==> config.mk <==
export PLATFORM = sky130hd
export DESIGN_NAME = tdc_measure_ctrl
export DESIGN_NICKNAME = d
export VERILOG_FILES = /design/src/rtl/tdc_measure_ctrl.sv
export SDC_FILE = /design/constraint.sdc
export NUM_CORES = 1
export LEC_CHECK = 0
export ABC_AREA = 1
export CAP_MARGIN = 5
export CORE_ASPECT_RATIO = 1.75
export CORE_UTILIZATION = 35
export CTS_BUF_LIST = sky130_fd_sc_hd__clkbuf_8
export DETAILED_ROUTE_END_ITERATION = 6
export PLACE_DENSITY = 0.61
export REMOVE_ABC_BUFFERS = 1
export SETUP_SLACK_MARGIN = 0.3
export SLEW_MARGIN = 5
export SYNTH_ARGS = -nofsm -noshare
export SYNTH_HDL_FRONTEND = slang
export SYNTH_SLANG_ARGS = --single-unit
==> constraint.sdc <==
create_clock -name clk -period 2.87 [get_ports clk]
set_input_delay 0.7175 -clock clk [delete_from_list [all_inputs] [get_ports clk]]
set_output_delay 0.7175 -clock clk [all_outputs]
set_load 0.02 [all_outputs]
==> src/rtl/tdc_measure_ctrl.sv <==
// rtl/tdc_measure_ctrl.sv - TDC batch measurement controller with averaging
//
// Purpose:
//   Measures start-to-stop intervals in clk cycles. After an arm request it
//   collects N = 2^avg_sel samples and accumulates them. It then presents
//   their truncated average on a valid/ready result port. A sample that sees
//   no stop edge saturates at 16'hFFFF and sets a sticky timeout flag.
//
// Ports:
//   clk           in   system clock, rising edge
//   rst           in   asynchronous active-high reset
//   arm           in   start a batch (accepted only in IDLE)
//   start_evt     in   synchronized start-edge pulse
//   stop_evt      in   synchronized stop-edge pulse
//   avg_sel[1:0]  in   batch size select, N = 1, 2, 4, 8
//   byte_sel[1:0] in   uo_out view select
//   result_ready  in   consumer accepts the result while in DONE
//   result[15:0]  out  averaged interval, held until the next batch completes
//   result_valid  out  high exactly while in DONE
//   busy          out  high in every state except IDLE
//   timeout_flag  out  sticky timeout indication for the current batch
//   uo_out[7:0]   out  byte view of result/status/sample count
module tdc_measure_ctrl (
  input  logic        clk,
  input  logic        rst,
  input  logic        arm,
  input  logic        start_evt,
  input  logic        stop_evt,
  input  logic [1:0]  avg_sel,
  input  logic [1:0]  byte_sel,
  input  logic        result_ready,
  output logic [15:0] result,
  output logic        result_valid,
  output logic        busy,
  output logic        timeout_flag,
  output logic [7:0]  uo_out
);

  typedef enum logic [2:0] {
    IDLE       = 3'd0,
    WAIT_START = 3'd1,
    COUNT      = 3'd2,
    ACCUM      = 3'd3,
    DONE       = 3'd4
  } state_t;

  state_t      state;
  state_t      state_nxt;

  logic [15:0] cnt;
  logic [15:0] sample;
  logic [18:0] acc;
  logic [3:0]  sample_count;
  logic [1:0]  avg_lat;

  logic [15:0] cnt_inc;
  logic        cnt_sat;
  logic [3:0]  batch_n;
  logic        batch_last;
  logic [18:0] acc_sum;
  logic [15:0] avg_val;

  // cnt is zero on the start edge, so cnt + 1 is the interval length that
  // would be reported if stop arrived on the current edge.
  assign cnt_inc    = cnt + 16'd1;
  assign cnt_sat    = (cnt_inc == 16'hFFFF);
  assign batch_n    = 4'd1 << avg_lat;
  assign batch_last = ((sample_count + 4'd1) == batch_n);
  assign acc_sum    = acc + {3'b000, sample};

  // Truncating divide by 2^avg_lat; the largest possible sum (8 * 16'hFFFF)
  // shifted by 3 always fits in 16 bits.
  always_comb begin
    avg_val = acc_sum[15:0];
    case (avg_lat)
      2'd0: avg_val = acc_sum[15:0];
      2'd1: avg_val = acc_sum[16:1];
      2'd2: avg_val = acc_sum[17:2];
      2'd3: avg_val = acc_sum[18:3];
      default: avg_val = acc_sum[15:0];
    endcase
  end

  // State register
  always_ff @(posedge clk or posedge rst) begin
    if (rst) begin
      state <= IDLE;
    end else begin
      state <= state_nxt;
    end
  end

  // Next-state logic
  always_comb begin
    state_nxt = state;
    case (state)
      IDLE: begin
        if (arm) begin
          state_nxt = WAIT_START;
        end
      end
      WAIT_START: begin
        // stop_evt here (including one coincident with start_evt) is ignored
        if (start_evt) begin
          state_nxt = COUNT;
        end
      end
      COUNT: begin
        if (stop_evt || cnt_sat) begin
          state_nxt = ACCUM;
        end
      end
      ACCUM: begin
        state_nxt = batch_last ? DONE : WAIT_START;
      end
      DONE: begin
        if (result_ready) begin
          state_nxt = IDLE;
        end
      end
      default: state_nxt = IDLE;
    endcase
  end

  // Datapath registers
  always_ff @(posedge clk or posedge rst) begin
    if (rst) begin
      cnt          <= 16'd0;
      sample       <= 16'd0;
      acc          <= 19'd0;
      sample_count <= 4'd0;
      avg_lat      <= 2'd0;
      result       <= 16'd0;
      timeout_flag <= 1'b0;
    end else begin
      case (state)
        IDLE: begin
          if (arm) begin
            avg_lat      <= avg_sel;
            acc          <= 19'd0;
            sample_count <= 4'd0;
            timeout_flag <= 1'b0;
          end
        end
        WAIT_START: begin
          if (start_evt) begin
            cnt <= 16'd0;
          end
        end
        COUNT: begin
          cnt <= cnt_inc;
          // On saturation cnt_inc is already 16'hFFFF, so one load covers both exits
          if (stop_evt || cnt_sat) begin
            sample <= cnt_inc;
          end
          if (!stop_evt && cnt_sat) begin
            timeout_flag <= 1'b1;
          end
        end
        ACCUM: begin
          acc          <= acc_sum;
          sample_count <= sample_count + 4'd1;
          if (batch_last) begin
            result <= avg_val;
          end
        end
        default: begin
        end
      endcase
    end
  end

  assign result_valid = (state == DONE);
  assign busy         = (state != IDLE);

  always_comb begin
    uo_out = 8'h00;
    case (byte_sel)
      2'd0: uo_out = result[7:0];
      2'd1: uo_out = result[15:8];
      2'd2: uo_out = {busy, result_valid, timeout_flag, state, 2'b00};
      2'd3: uo_out = {4'b0000, sample_count};
      default: uo_out = 8'h00;
    endcase
  end

endmodule

Word level (Yosys, flattened, before mapping)
Index checks and enable logic that the tools add are counted.
W data, S select, Z words.
Word-level totals
  bits in registers: 77
  input bits: 10
  output and inout port bits: 27
  logic and storage cells: 63
Cells by class
  $add $sub $neg: 3
  equality and inequality tests: 17
  shifts and indexed selects: 1
  multiplexer cells: 17
  reduce and logical (&&, ||, !) cells: 17
Operators with widths (count)
  $pmux W16 S4: 1
  $pmux W19 S2: 1
  $pmux W16 S2: 1
  $pmux W8 S4: 1
  $add A19 B16 Y19: 1
  $mux W19: 1
  $add A16 B1 Y16 const B: 1
  $eq A16 B16 Y1 const B: 1
  $mux W16: 1
  $mux W3: 5
  $pmux W3 S5: 1
  $ne A2 B2 Y1 const B: 5
  $reduce_and A2 Y1: 5
  $eq A2 B2 Y1 const B: 4
  $pmux W4 S2: 1
  $eq A3 B2 Y1 const B: 2
  $reduce_bool A2 Y1: 3
  $add A4 B1 Y4 const B: 1
  $eq A2 B1 Y1 const B: 2
  $eq A4 B4 Y1: 1
  $logic_not A2 Y1: 2
  $mux W4: 1
  $reduce_and A4 Y1: 1
  $shl A1 B2 Y4 const A: 1
  10 further kinds: 11

Longest topological paths before layout
  word-level depth: 5
  gate-level depth with buffers: 16
  depth with buffers taken out: 16

Worst setup path after synthesis
OpenSTA, ideal clock, no wires.
  path type: input to output
  start: input byte_sel[0]
  end: output uo_out[6]
  arrival: 1.557 ns
  data required time: 2.152 ns
  setup slack: 0.596 ns
  stages: 3
  buffers on the path: 0
  cell sequence: nor2_1 > inv_1 > o21ai_0
Between the ends
  word-level cells in the longest chain between the ends: 2
  elaborated cells between the ends (all ways): 5
  classes of those cells: eq/ne (3); mux (1); reduce/logical (1)
RTL lines
  start: declaration: RTL line 30  | input logic [1:0] byte_sel,
  $eq A2 B2 Y1, or another cell as far along: RTL line 178  | case (byte_sel)
  $pmux W8 S4 (*): RTL line 178
  end: declaration: RTL line 36  | output logic [7:0] uo_out
Mark *: on every way between the ends. The rest lies on a longest branch, timed or not.

Worst setup path in the final report
  start: input byte_sel[0]
  end: output uo_out[7]
The elaborated chain is that of the path after synthesis.

==> flow_summary.ini <==
[clock_tree]
clock-root-buffer = clkbuf_8
cts.hold.buffers_added = 0
cts.reportedPaths.clkPinSlew_ps = 80
ctsLongestPathBuffers = 2
cts-htree-levels = 3
clock_insertion_delay_worst_skew_ps = 380
clock_sinks = 77
cts_tree = done
tritoncts.num_buffers = 9

[min_path]
whs_endpoint = sample[10]$_DFFE_PP0P_
hold_depth = 2
hold_path.class = reg2reg
hold_path_startpoint = sample[10]$_DFFE_PP0P_

[pwr]
power.static_leakage_nw = 3.05
power-per-cell-area_nw_per_um2 = 882
max-vdd-ir-drop_v = 0.000259
report.power.total_mw = 5.41

[timing]
clock_skew_ps = 6.84
total_neg_setup_slack_ps = 0
tightest_slew_ps = 535
rsz0062_at_grt = false
setup_viol = 0
maxSlewHeadroom = 0.643
max_clock_freq_ghz = 0.406
slew_violations = 0
timing.final.crit_share = 0.859
min_period_ps = 2460
hold_viol_final = 0

[grt]
grt_max_degree = 38
grt_first_pass_wirelength_um = 25200
grt.total_usage = 0.215
grt_overflow_total = 0
grt_pass1_vias = 5080
antenna_violations_before_repair = 0

[floorplanning]
fp.dieArea_um2 = 15600
placement_rows = 59
core_um2 = 14800
initial_core_util = 0.357
floorplan.die.width_um = 94.7
chipHeight_um = 164
ioPinCount = 37

[logic_synthesis]
synth-seq-cells = 77
syn_inst = 752
synth_area_per_cell_um2 = 7.00
async_flop_share = 1.00
edff_count_synth = 0
ys_seq_area_frac = 0.366
synth_cell_types = 38
synthesis.area_um2 = 5270
ys_warnings = 0
top_reg_cell_synth = dfrtp_1

[drt]
wl_per_cell_um = 15.8
antenna_violating_nets_post_route = 0
wirelength_um = 15500
drtPass1Iterations = 6
detail_route.drc_violations = 0
first_iter_violations = 226
viasPerCell = 5.16
vias = 5087

[layout]
areaGrowthSynthToFinish_pct = 16.4
postLayoutCellArea_um2 = 6130
layout.cells.non_filler = 985
multi_input_comb_area_um2 = 2950
sequential_cell_area_um2 = 1930
layout-drive-gt1-share = 0.0998
final_util = 0.415
filler_cells = 1605
antennaDiodeCount = 0
fin_nets = 827

[setup_path]
critical_path.reg2reg.startpoint = sample[0]$_DFFE_PP0P_
maximum_fanout_along_the_worst_path = 8
worstPathArrival_ps = 1750
worst-r2r-setup-slack_ps = 450
worstReg2RegEnd = result[7]$_DFFE_PP0P_
worst_r2r_path_depth = 15
end_kind = output port
worst-endpoint-required_ps = 2150
cp-start-kind = primary input
timing_worst_setup_path_type = in2out

[placement]
dpl_cell_area_um2 = 5870
place.port_buffers = 36
place.gp.congestion = 0.879
placed_cells_incl_taps = 969
post-dp-hpwl_um = 12700

[job]
maxCapViolations = 0

[status]
outcome = finished, final reports clean
[placed cells by master, fill, tap and decap left out, types with 4 or more instances in the layout]
cell | netlist | final
nor2_1 | 53 | 51
nor2_4 | 3 | 4
nand4_1 | 10 | 10
inv_1 | 80 | 79
o21ai_1 | 1 | 4
nor2_2 | 6 | 7
ha_1 | 19 | 18
xnor2_1 | 7 | 7
clkdlybuf4s50_1 | 0 | 24
a21oi_1 | 20 | 20
o21ai_0 | 58 | 55
clkdlybuf4s15_2 | 0 | 5
nand2_1 | 233 | 230
nand3_1 | 86 | 86
buf_4 | 1 | 14
dfrtp_1 | 77 | 76
xor2_1 | 8 | 8
nand3b_1 | 16 | 16
clkbuf_8 | 1 | 9
nand2_2 | 18 | 21
o22ai_1 | 15 | 15
[state kept, by name, summed over array words and instances, names as in the netlist]
signal,count
acc,19
avg_lat,2
cnt,16
result,16
sample,16
sample_count,4
state,3
timeout_flag,1
[synthesized netlist by cell type, types with 6 or more instances]
library cell / number / area share
a21oi_1: 20 / 0.019
nand2_2: 18 / 0.021
o22ai_1: 15 / 0.018
nor2_2: 6 / 0.0071
nor2_1: 53 / 0.038
ha_1: 19 / 0.045
o21ai_0: 58 / 0.055
nand2_1: 233 / 0.17
nand3b_1: 16 / 0.023
clkbuf_1: 9 / 0.0064
dfrtp_1: 77 / 0.37
nand4_1: 10 / 0.012
xnor2_1: 7 / 0.012
xor2_1: 8 / 0.013
inv_1: 80 / 0.057
nand3_1: 86 / 0.082
[critical path: stages]
cell	delay, ps
dlygate4sd2_1	280
inv_1	60
nor2_1	30
buf_4	160
a22oi_1	170
nand2_1	70
clkdlybuf4s15_2	250
[layout make-up]
class / instances / share of cell area
Inverter: 85 / 0.0522
Multi-Input combinational cell: 573 / 0.481
Clock buffer: 9 / 0.0202
Clock inverter: 7 / 0.0157
Sequential cell: 77 / 0.314
Timing Repair Buffer: 51 / 0.0790
Tap cell: 183 / 0.0373
[power by group]
| part | switching, mW | total (mW) | internal [mW] | leakage (nW) |
|---|---|---|---|---|
| Clock | 0.437 | 0.931 | 0.494 | 0.114 |
| Combinational | 1.77 | 2.73 | 0.957 | 1.89 |
| Sequential | 0.340 | 1.75 | 1.41 | 1.04 |
| Total | 2.55 | 5.41 | 2.86 | 3.05 |
[cells by family (layout without fill, tap and decap cells)]
family                     count (synthesis)  count (layout)  share of synthesized area
and+or+nand+nor                          431             431                      0.364
buffers and inverters                    102             152                     0.0810
AOI/OAI and AO/OA                        105             105                      0.109
DFF                                       77              77                      0.366
adders and majority gates                 20              20                     0.0489
xor gates and xnor gates                  17              17                     0.0311
[metal layers]
| metal | vias to the layer above | part of all wire | global-route usage |
|---|---|---|---|
| li1 | 2551 | - | - |
| met1 | 2371 | 0.35 | 0.200 |
| met2 | 115 | 0.57 | 0.419 |
| met3 | 50 | 0.024 | 0.0324 |
| met4 | 0 | 0.060 | 0.139 |
| met5 | - | 0 | 0 |
[metrics by stage]
step | setup WS (ps) | hold slack, ps
floorplan | 186 | 448
global placement | -198 | 463
detailed placement | -211 | 466
CTS | 314 | 488
global route | 307 | 512
finish | 406 | 486
[worst max-delay path by stage]
| stage | endpoint | slack (ps) | cells past startpoint | from |
|---|---|---|---|---|
| 3_3_place_gp | uo_out[2] | -200 | 7 | byte_sel[1] |
| 2_1_floorplan | acc[0]$_DFFE_PP0P_ | 190 | 1 | rst |
| 4_1_cts | result[7]$_DFFE_PP0P_ | 310 | 15 | sample[0]$_DFFE_PP0P_ |
| 5_1_grt | result[6]$_DFFE_PP0P_ | 310 | 15 | sample[0]$_DFFE_PP0P_ |
| 6_report | uo_out[7] | 410 | 7 | byte_sel[0] |
| 3_5_place_dp | uo_out[2] | -210 | 7 | byte_sel[1] |
[timing repair]
item,4_1_cts,5_1_grt
buffers inserted,0,0
resized for setup,29,14
pin swaps,0,2
endpoints found under the setup margin,8,25
(Power assumes the default switching activity.)
